==> src/rtl/hc595_shift_ctrl.sv <==
// Serialises one WIDTH-bit display word MSB-first into cascaded 74HC595s (ds/shcp/stcp/oe).
// Optional HC595_BLANK_EN adds a blank input that forces oe high one cycle after it is sampled.
//
// state | meaning
// IDLE  | ready=1, ds=0, waiting for load
// SHIFT | WIDTH bit slots of 2*DIV cycles, shcp high in the second half
// LATCH | stcp high for DIV cycles, ds holds the last bit
module hc595_shift_ctrl #(
    parameter int WIDTH = 14,
    parameter int DIV   = 2
) (
    input  logic             sys_clk,
    input  logic             sys_rst,
    input  logic [WIDTH-1:0] data_in,
    input  logic             load,
`ifdef HC595_BLANK_EN
    input  logic             blank,
`endif
    output logic             ready,
    output logic             ds,
    output logic             shcp,
    output logic             stcp,
    output logic             oe
);

    localparam int PW = (2 * DIV > 1) ? $clog2(2 * DIV) : 1;
    localparam int BW = (WIDTH > 1) ? $clog2(WIDTH) : 1;
    localparam logic [PW-1:0] PH_LAST    = PW'(2 * DIV - 1);
    localparam logic [PW-1:0] PH_HI      = PW'(DIV);
    localparam logic [PW-1:0] LATCH_LAST = PW'(DIV - 1);
    localparam logic [BW-1:0] BIT_LAST   = BW'(WIDTH - 1);

    typedef enum logic [1:0] {
        IDLE  = 2'd0,
        SHIFT = 2'd1,
        LATCH = 2'd2
    } state_t;

    state_t           state_q, state_d;
    logic [WIDTH-1:0] shift_q, shift_d;
    logic [PW-1:0]    phase_q, phase_d;
    logic [BW-1:0]    bit_q, bit_d;
    logic             ds_q, ds_d;
    logic             shcp_q, shcp_d;
    logic             stcp_q, stcp_d;
    logic             ready_q, ready_d;
    logic             oe_q, oe_d;
    logic             done_q, done_d;

    always_ff @(posedge sys_clk) begin
        if (sys_rst) begin
            state_q <= IDLE;
            shift_q <= '0;
            phase_q <= '0;
            bit_q   <= '0;
            ds_q    <= 1'b0;
            shcp_q  <= 1'b0;
            stcp_q  <= 1'b0;
            ready_q <= 1'b1;
            oe_q    <= 1'b1;
            done_q  <= 1'b0;
        end else begin
            state_q <= state_d;
            shift_q <= shift_d;
            phase_q <= phase_d;
            bit_q   <= bit_d;
            ds_q    <= ds_d;
            shcp_q  <= shcp_d;
            stcp_q  <= stcp_d;
            ready_q <= ready_d;
            oe_q    <= oe_d;
            done_q  <= done_d;
        end
    end

    always_comb begin
        state_d = state_q;
        shift_d = shift_q;
        phase_d = phase_q;
        bit_d   = bit_q;
        ds_d    = ds_q;
        shcp_d  = shcp_q;
        stcp_d  = stcp_q;
        ready_d = ready_q;
        done_d  = done_q;

        case (state_q)
            IDLE: begin
                ds_d    = 1'b0;
                shcp_d  = 1'b0;
                stcp_d  = 1'b0;
                ready_d = 1'b1;
                if (load && ready_q) begin
                    state_d = SHIFT;
                    shift_d = data_in;
                    ds_d    = data_in[WIDTH-1];
                    phase_d = '0;
                    bit_d   = '0;
                    ready_d = 1'b0;
                end
            end
            SHIFT: begin
                if (phase_q == PH_LAST) begin
                    phase_d = '0;
                    shcp_d  = 1'b0;
                    if (bit_q == BIT_LAST) begin
                        state_d = LATCH;
                        stcp_d  = 1'b1;
                    end else begin
                        bit_d   = bit_q + 1'b1;
                        shift_d = {shift_q[WIDTH-2:0], 1'b0};
                        ds_d    = shift_q[WIDTH-2];
                    end
                end else begin
                    phase_d = phase_q + 1'b1;
                    shcp_d  = (phase_d >= PH_HI);
                end
            end
            LATCH: begin
                if (phase_q == LATCH_LAST) begin
                    state_d = IDLE;
                    stcp_d  = 1'b0;
                    ds_d    = 1'b0;
                    ready_d = 1'b1;
                    done_d  = 1'b1;
                    phase_d = '0;
                    bit_d   = '0;
                end else begin
                    phase_d = phase_q + 1'b1;
                end
            end
            default: state_d = IDLE;
        endcase

        // oe stays high until the first word has been latched into the outputs
`ifdef HC595_BLANK_EN
        oe_d = ~done_d | blank;
`else
        oe_d = ~done_d;
`endif
    end

    assign ready = ready_q;
    assign ds    = ds_q;
    assign shcp  = shcp_q;
    assign stcp  = stcp_q;
    assign oe    = oe_q;

endmodule

==> config.mk <==
export PLATFORM = sky130hd
export DESIGN_NAME = hc595_shift_ctrl
export DESIGN_NICKNAME = d
export VERILOG_FILES = /design/src/rtl/hc595_shift_ctrl.sv
export SDC_FILE = /design/constraint.sdc
export NUM_CORES = 1
export LEC_CHECK = 0
export BUFFER_PORTS_ARGS = -buffer_cell sky130_fd_sc_hd__buf_2
export CORE_UTILIZATION = 40
export CTS_BUF_LIST = sky130_fd_sc_hd__clkbuf_4
export DETAILED_ROUTE_END_ITERATION = 16
export HOLD_SLACK_MARGIN = 0.1
export PLACE_DENSITY = 0.65
export SYNTH_ARGS = -nofsm -noshare
export SYNTH_HDL_FRONTEND = slang
export SYNTH_SLANG_ARGS = --single-unit
export TNS_END_PERCENT = 5
==> constraint.sdc <==
create_clock -name sys_clk -period 4.75 [get_ports sys_clk]
set_input_delay 0.475 -clock sys_clk [delete_from_list [all_inputs] [get_ports sys_clk]]
set_output_delay 0.475 -clock sys_clk [all_outputs]
set_load 0.005 [all_outputs]
==> flow_summary.json, run 1 <==
{
  "dp.final_hpwl_um": 2170,
  "port-buffer-count": 21,
  "synth_warnings": 0,
  "post-cts-setup-buffers": 0,
  "clock_skew_ns": 0.00545,
  "antenna_found_initial": 0,
  "drc": 0,
  "fmax_mhz": 395,
  "synth-seq-cells": 27,
  "routed_wl_um": 3050,
  "slew_violations": 0,
  "ir_drop_mv": 0.255,
  "grt_pass1_wl_um": 5390,
  "outcome": "finished clean",
  "path_clk_slew_ns": 0.15,
  "num-fill-cells": 330,
  "syn_area_um2": 1450,
  "grt_max_degree": 29,
  "relSlewSlack_pct": 38.4,
  "finalCriticalPeriod_ns": 2.53,
  "max_cap_violations": 0,
  "synth_commonest_cells": "dfxtp_1, a21oi_1, a211oi_1",
  "final_hold_viol_count": 0,
  "rows": 21,
  "synth_top_area_share_pct": 37.4,
  "final_nets": 205,
  "globalRouteOverflowTotal": 0,
  "root_buffer": "clkbuf_4",
  "die-area_um2": 3860,
  "initial_core_util_pct": 42.7,
  "synthArstFlopShare_pct": 0,
  "synth_cell_types": 35,
  "tns_ns": 0,
  "synth_flop_cell": "dfxtp_1",
  "synth.area.top_cells": "dfxtp_1, ha_1, mux2i_1, a21oi_1, a211oi_1",
  "place.gp.congestion": 0.783,
  "leakage_uw": 0.000617,
  "area_delta_synth_final_pct": 10.7,
  "arrival_ns": 2.76,
  "synth_area_per_cell_um2": 9.15,
  "worstPathCellList": "inv_1 -> ha_1 -> nor2b_1 -> a31o_2 -> and2_1 -> a211oi_1",
  "num_antenna_cells": 0,
  "crit_type": "register to register",
  "slowest_stage": "ha_1",
  "synth_edf_count": 0,
  "dieHeight_um": 62.1,
  "cts_tree": "built",
  "ctsResizeCount": 0,
  "total_power_uw": 850,
  "syn_nets": 187,
  "setup_viol_count_final": 0,
  "seq_area_um2": 541,
  "fp.dieW_um": 62.1,
  "synth_most_common_cell": "dfxtp_1",
  "clk_path_buf_depth": 2,
  "synth_top_area_cell": "dfxtp_1",
  "critPathRequiredTime_ns": 4.98,
  "place_area_um2": 1570,
  "syn-instance-count": 158,
  "crit_path_end_kind": "register",
  "min-delay-path-class": "input port to register",
  "tightest_slew_ns": 0.924,
  "core_um2": 3390,
  "drt-pass1-iter-count": 4,
  "crit_path_max_incr_delay_ns": 0.78,
  "p_per_area_nw_per_um2": 531,
  "first_global_vias": 1204,
  "io_pins": 22,
  "fin_crit_sh_pct": 53.3,
  "ys_seq_area_share_pct": 37.4,
  "clkSinkCount": 27,
  "final_cell_area_um2": 1600,
  "via_count": 1214,
  "htree_levels": 1,
  "drtIter0Drc": 51,
  "grt_use_total_pct": 17.1,
  "drive_above_1_share_pct": 17.1,
  "cp_max_fo": 18,
  "multi_input_area_um2": 842,
  "wl_per_cell_um": 13.8,
  "vias_per_cell": 5.49,
  "clk_latency_ns": 0.32,
  "rsz0062_at_grt": "false",
  "whs_ns": 0.395,
  "holdBufCountCts": 0,
  "cts_made_buffers": 3,
  "drtAntennaViolNets": 0,
  "start_kind": "register"
}
-- cell type report --
type,count,area share [%]
Inverter,7,1.64
Tap cell,46,3.59
Sequential cell,27,33.7
Clock buffer,4,1.87
Timing Repair Buffer,21,6.56
Multi-Input combinational cell,116,52.6
-- layer usage --
layer	global-route usage, %	vias to the layer above	wire length (um)
met5	0	-	0
met4	4.94	0	13
met3	2.76	2	86
met2	28.4	22	1440
met1	22.8	566	1510
li1	-	624	-
-- power breakdown --
part	switching [uW]	leakage [uW]	internal, uW
Combinational	240	0.000377	172
Clock	66.5	0.0000184	38.5
Sequential	42.2	0.000221	291
-- per-stage QoR --
step / std cells / util (%) / setup WS (ns)
after floorplan: 158 / - / 2.80
after global placement: 217 / 46.4 / 2.43
after detailed placement: 217 / 46.4 / 2.28
after CTS: 221 / 47.2 / 2.24
after global routing: 221 / 47.2 / 2.06
final: 221 / 47.2 / 2.22
-- logic make-up (layout without fill, tap and decap cells) --
kind of cell / count (synthesis) / count (layout) / share of synthesized area, %
buf+inv: 15 / 32 / 4.41
mux: 14 / 14 / 9.77
compound gates: 55 / 55 / 23.8
simple gates: 35 / 35 / 14.3
fa+ha+maj: 12 / 12 / 10.4
flops: 27 / 27 / 37.4
-- worst paths after layout --
| check | startpoint | to | slack [ns] | depth (start not counted) |
|---|---|---|---|---|
| worst max-delay path | state_q[1] | shift_q[6] | 2.22 | 6 |
| worst min-delay path | data_in[0] | shift_q[0] | 0.39 | 3 |
| worst max register to register | state_q[1] | shift_q[6] | 2.22 | 6 |
| worst min register to register | shcp | shcp | 0.46 | 2 |
-- placed cells by master (no fill, tap or decap) --
cell type  synthesis  routed
or3_1              1       1
dfxtp_1           27      27
o211a_1            1       1
a21bo_2            1       1
nand2_1            4       4
a311oi_1           1       1
a21boi_1           1       1
or3_4              1       1
inv_1              7       7
ha_1              12      12
and2_1             1       1
nand3_1            6       6
nand2b_1           3       3
nor4b_1            1       1
o2111ai_1          1       1
or4_1              2       2
nor2_1             5       5
nor3_1             3       3
a31oi_1            1       1
clkbuf_4           0       4
mux2i_1           13      13
and3_1             1       1
nand4b_1           1       1
o21ai_0            8       8
nor3b_1            1       1
a2111oi_0          1       1
nor4_1             1       1
a211oi_1          15      15
buf_2              0      21
nor2b_1            3       3
mux2_2             1       1
a21o_1             1       1
a21oi_1           23      23
a31o_2             1       1
nor2b_4            1       1
-- registers in the layout (all words and copies together) (netlist names) --
signal,cells
ready,1
done_q,1
ds,1
shcp,1
phase_q,2
oe,1
stcp,1
bit_q,4
state_q,2
shift_q,13
-- critical path: cells and delay by family (launching register included) --
| kind | cells | cell delay [ns] |
|---|---|---|
| adders and majority gates | 1 | 0.78 |
| AOI/OAI and AO/OA | 2 | 0.65 |
| and+or+nand+nor | 2 | 0.49 |
| DFF | 1 | 0.38 |
| buffers and inverters | 1 | 0.14 |
(Power assumes the default switching activity.)
==> run 2, diff against run 1 <==
==> constraint.sdc (replaced) <==
create_clock -name sys_clk -period 2.5 [get_ports sys_clk]
set_input_delay 0.25 -clock sys_clk [delete_from_list [all_inputs] [get_ports sys_clk]]
set_output_delay 0.25 -clock sys_clk [all_outputs]
set_load 0.005 [all_outputs]
==> flow_summary.json, run 2 (same netlist as run 1, synthesis figures left out) <==
{
  "antenna_found_initial": 0,
  "first_global_vias": 1170,
  "rrSetupSlack_ns": 0.34,
  "final_cell_area_um2": 1620,
  "grt_pass1_wl_um": 5180,
  "io_pins": 22,
  "cp_max_fo": 6,
  "clock_skew_ns": 0.00193,
  "globalRouteOverflowTotal": 0,
  "port-buffer-count": 21,
  "final_hold_viol_count": 0,
  "crit_path_end_kind": "register",
  "post-cts-setup-buffers": 0,
  "wl_per_cell_um": 13.4,
  "holdBufCountCts": 0,
  "final_nets": 208,
  "total_power_uw": 1650,
  "p_per_area_nw_per_um2": 1020,
  "ctsResizeCount": 0,
  "initial_core_util_pct": 42.7,
  "tns_ns": 0,
  "num-fill-cells": 327,
  "rr_worst_depth": 6,
  "core_um2": 3390,
  "drc": 0,
  "drtAntennaViolNets": 0,
  "routed_wl_um": 3010,
  "tightest_slew_ns": 0.604,
  "top_regs": "shift_q x13, bit_q x4",
  "slew_violations": 0,
  "max_cap_violations": 0,
  "drtIter0Drc": 44,
  "cts_made_buffers": 3,
  "htree_levels": 1,
  "setup_viol_count_final": 0,
  "largest_register_ffs": 13,
  "start_kind": "register",
  "place.gp.congestion": 0.853,
  "drt-pass1-iter-count": 4,
  "final_common_cell": "dfxtp_1",
  "reg2reg_to": "bit_q[1]",
  "outcome": "finished clean",
  "clk_latency_ns": 0.33,
  "finalCriticalPeriod_ns": 2.16,
  "root_buffer": "clkbuf_4",
  "num_antenna_cells": 0,
  "arrival_ns": 2.42,
  "grt_max_degree": 29,
  "critical_path.reg2reg.startpoint": "state_q[0]",
  "largest-register": "shift_q",
  "setup.worst_path.end": "bit_q[1]",
  "cts_tree": "built",
  "ir_drop_mv": 0.535,
  "drive_above_1_share_pct": 18.5,
  "critPathRequiredTime_ns": 2.77,
  "final_cell_mix": "dfxtp_1, a21oi_1, buf_2, a211oi_1, mux2i_1",
  "dieHeight_um": 62.1,
  "cp-startpoint": "state_q[0]",
  "fin_crit_sh_pct": 86.2,
  "relSlewSlack_pct": 58.7,
  "rsz0062_at_grt": "false",
  "min-delay-path-class": "input port to register",
  "path_clk_slew_ns": 0.15,
  "vias_per_cell": 5.40,
  "die-area_um2": 3860,
  "fmax_mhz": 464,
  "via_count": 1210,
  "clkSinkCount": 27,
  "area_delta_synth_final_pct": 12.1,
  "grt_use_total_pct": 16.4,
  "leakage_uw": 0.000631,
  "dp.final_hpwl_um": 2210,
  "crit_type": "register to register",
  "clk_path_buf_depth": 2,
  "rows": 21,
  "place_area_um2": 1590,
  "fp.dieW_um": 62.1
}
[run 2: changes by cell type in the layout (fill, tap and decap cells not counted)]
cell and delta:
clkbuf_4 -1, clkinv_2 +1, buf_4 +3
[run 2: layer usage]
layer,wire length (um),vias up,GRT usage [%],part of all wire (%)
li1,-,626,-,-
met1,1410,558,20.3,47
met2,1460,24,28.8,48
met3,120,2,2.21,4.0
met4,19,0,6.10,0.63
met5,0,-,0,0
[run 2: how the worst min path moves through the flow]
stage / start / endpoint / cells past startpoint
global placement: shcp / shcp / 2
global route: data_in[0] / shift_q[0] / 3
finish: data_in[0] / shift_q[0] / 3
detailed placement: shcp / shcp / 2
CTS: data_in[0] / shift_q[0] / 3
floorplan: data_in[0] / shift_q[0] / 2
[run 2: final cells by class]
cell class | count | area, um2 | area share [%]
clock buffers | 3 | 22.5 | 1.39
well taps | 46 | 57.6 | 3.55
inverters | 7 | 26.3 | 1.62
repair buffers | 24 | 128 | 7.87
flip-flops and latches | 27 | 541 | 33.3
multi-input cells | 116 | 842 | 51.9
clock inverters | 1 | 5.00 | 0.309
[run 2: stage by stage]
step | utilization [%] | hold WS [ns] | setup WS, ns | instances
4_1_cts | 47.8 | 0.144 | 0.342 | 224
3_5_place_dp | 47.0 | 0.458 | 0.383 | 220
6_report | 47.8 | 0.152 | 0.345 | 224
5_1_grt | 47.8 | 0.161 | 0.219 | 224
3_3_place_gp | 47.0 | 0.439 | 0.477 | 220
2_1_floorplan | - | 0.397 | 0.548 | 158
[run 2: worst max-delay path, stage by stage (launching register included)]
cell,delay (ns)
dfxtp_1,0.44
inv_1,0.13
ha_1,0.27
a21boi_1,0.20
or3_4,0.44
or4_1,0.48
a21oi_1,0.15
[run 2: power by group]
part	internal, uW	switching [uW]
clock	60.0	135
combinational	353	473
sequential	553	75.5
==> run 3, diff against run 2 <==
--- a/config.mk
+++ b/config.mk
@@ -6,6 +6,7 @@
 export NUM_CORES = 1
 export LEC_CHECK = 0
 export BUFFER_PORTS_ARGS = -buffer_cell sky130_fd_sc_hd__buf_2
+export CORE_ASPECT_RATIO = 0.9
 export CORE_UTILIZATION = 40
 export CTS_BUF_LIST = sky130_fd_sc_hd__clkbuf_4
 export DETAILED_ROUTE_END_ITERATION = 16
==> flow_summary.json, run 3 (same netlist as run 1, synthesis figures left out) <==
{
  "crit_path_end_kind": "register",
  "final_hold_viol_count": 0,
  "cts_made_buffers": 3,
  "hp-start": "data_in[0]",
  "drt-pass1-iter-count": 4,
  "port-buffer-count": 21,
  "rows": 20,
  "htree_levels": 1,
  "globalRouteOverflowTotal": 0,
  "rsz0062_at_grt": "false",
  "holdBufCountCts": 0,
  "via_count": 1214,
  "final_nets": 207,
  "arrival_ns": 2.41,
  "grt_max_degree": 29,
  "worstPathCellList": "inv_1 -> ha_1 -> a21boi_1 -> nor3_1 -> a21oi_1 -> a211oi_1",
  "grt_use_total_pct": 17.1,
  "clk_latency_ns": 0.32,
  "worst_path_dominant_cell_family": "compound AO/OA/AOI/OAI gates",
  "final_common_cell": "dfxtp_1",
  "ctsResizeCount": 0,
  "largest-register": "shift_q",
  "leakage_uw": 0.000627,
  "critPathRequiredTime_ns": 2.74,
  "area_delta_synth_final_pct": 11.6,
  "max_cap_violations": 0,
  "tns_ns": 0,
  "final_cell_mix": "dfxtp_1, a21oi_1, buf_2, a211oi_1, mux2i_1",
  "hold_end": "shift_q[0]",
  "dieHeight_um": 59.0,
  "setup_viol_count_final": 0,
  "place.gp.congestion": 0.926,
  "post-cts-setup-buffers": 0,
  "reg2reg_to": "state_q[1]",
  "top_regs": "shift_q x13, bit_q x4",
  "ir_drop_mv": 0.594,
  "drive_above_1_share_pct": 18.1,
  "fp.dieW_um": 65.4,
  "outcome": "finished clean",
  "antenna_found_initial": 0,
  "drtIter0Drc": 93,
  "p_per_area_nw_per_um2": 1020,
  "whs_path_depth": 3,
  "vias_per_cell": 5.49,
  "clk_path_buf_depth": 2,
  "root_buffer": "clkbuf_4",
  "initial_core_util_pct": 42.5,
  "num-fill-cells": 361,
  "postLayoutCoreUtil_pct": 47.4,
  "grt_pass1_wl_um": 5020,
  "dp.final_hpwl_um": 2260,
  "routed_wl_um": 3030,
  "slowest_stage": "nor3_1",
  "tightest_slew_ns": 0.674,
  "crit_type": "register to register",
  "rrSetupSlack_ns": 0.33,
  "cts_tree": "built",
  "drtAntennaViolNets": 0,
  "rr_worst_depth": 6,
  "min-delay-path-class": "input port to register",
  "start_kind": "register",
  "drc": 0,
  "die-area_um2": 3860,
  "first_global_vias": 1100,
  "crit_path_max_incr_delay_ns": 0.61,
  "slew_violations": 0,
  "fin_crit_sh_pct": 86.7,
  "path_clk_slew_ns": 0.14,
  "core_um2": 3400,
  "fmax_mhz": 461,
  "io_pins": 22,
  "path_buf_inv": 1,
  "seq_area_um2": 541,
  "clock_skew_ns": 0.00253,
  "clkSinkCount": 27,
  "wl_per_cell_um": 13.7,
  "relSlewSlack_pct": 53.9,
  "multi_input_area_um2": 842,
  "critical_path.reg2reg.startpoint": "state_q[0]",
  "finalCriticalPeriod_ns": 2.17,
  "largest_register_ffs": 13,
  "num_antenna_cells": 0,
  "cp_max_fo": 6
}
## run 3: cell types whose count changed in the layout (fill, tap and decap cells not counted), sizes merged
cell    before  now
clkbuf       3    4
buf         24   23
clkinv       1    0
## run 3: worst min-delay path: cells and delay by family
kind | cells | cell delay, ns
compound gates | 1 | 0.05
simple gates | 1 | 0.05
buf+inv | 1 | 0.10
## run 3: cell type report
class / instances / share of cell area [%]
sequential: 27 / 33.5
multi-input combinational: 116 / 52.2
timing repair buffer: 23 / 7.44
inverter: 7 / 1.63
tap: 44 / 3.41
clock buffer: 4 / 1.86
## run 3: how the worst max path moves through the flow
| stage | startpoint | slack (ns) | cells after the start | end |
|---|---|---|---|---|
| after floorplan | state_q[0] | 0.55 | 6 | bit_q[1] |
| after global placement | state_q[0] | 0.49 | 6 | bit_q[1] |
| after detailed placement | state_q[0] | 0.39 | 6 | bit_q[1] |
| after CTS | state_q[0] | 0.35 | 6 | state_q[1] |
| after global routing | state_q[0] | 0.15 | 6 | state_q[1] |
| final | state_q[0] | 0.33 | 6 | state_q[1] |
## run 3: report_power, final
| group | internal [uW] | switching, uW | total, uW | leakage [uW] |
|---|---|---|---|---|
| combinational | 339 | 479 | 818 | 0.000387 |
| clock | 73.3 | 126 | 200 | 0.0000184 |
| sequential | 553 | 74.7 | 628 | 0.000221 |
## run 3: per-layer routing
metal	share of wire (%)	wire length, um	track usage, %	vias to the layer above
met1	51	1550	23.7	570
met4	0.59	18	2.80	0
met5	0	0	0	-
li1	-	-	-	619
met2	44	1320	27.7	23
met3	4.5	135	4.04	2
## run 3: stage by stage
stage	cell area (um2)	setup slack [ns]	cells	total power, uW	hold WS (ns)
floorplan	1450	0.548	158	1270	0.397
global placement	1580	0.488	217	1410	0.439
detailed placement	1580	0.386	217	1450	0.452
CTS	1610	0.348	221	1650	0.145
global route	1610	0.151	221	1770	0.163
finish	1610	0.333	221	1650	0.165
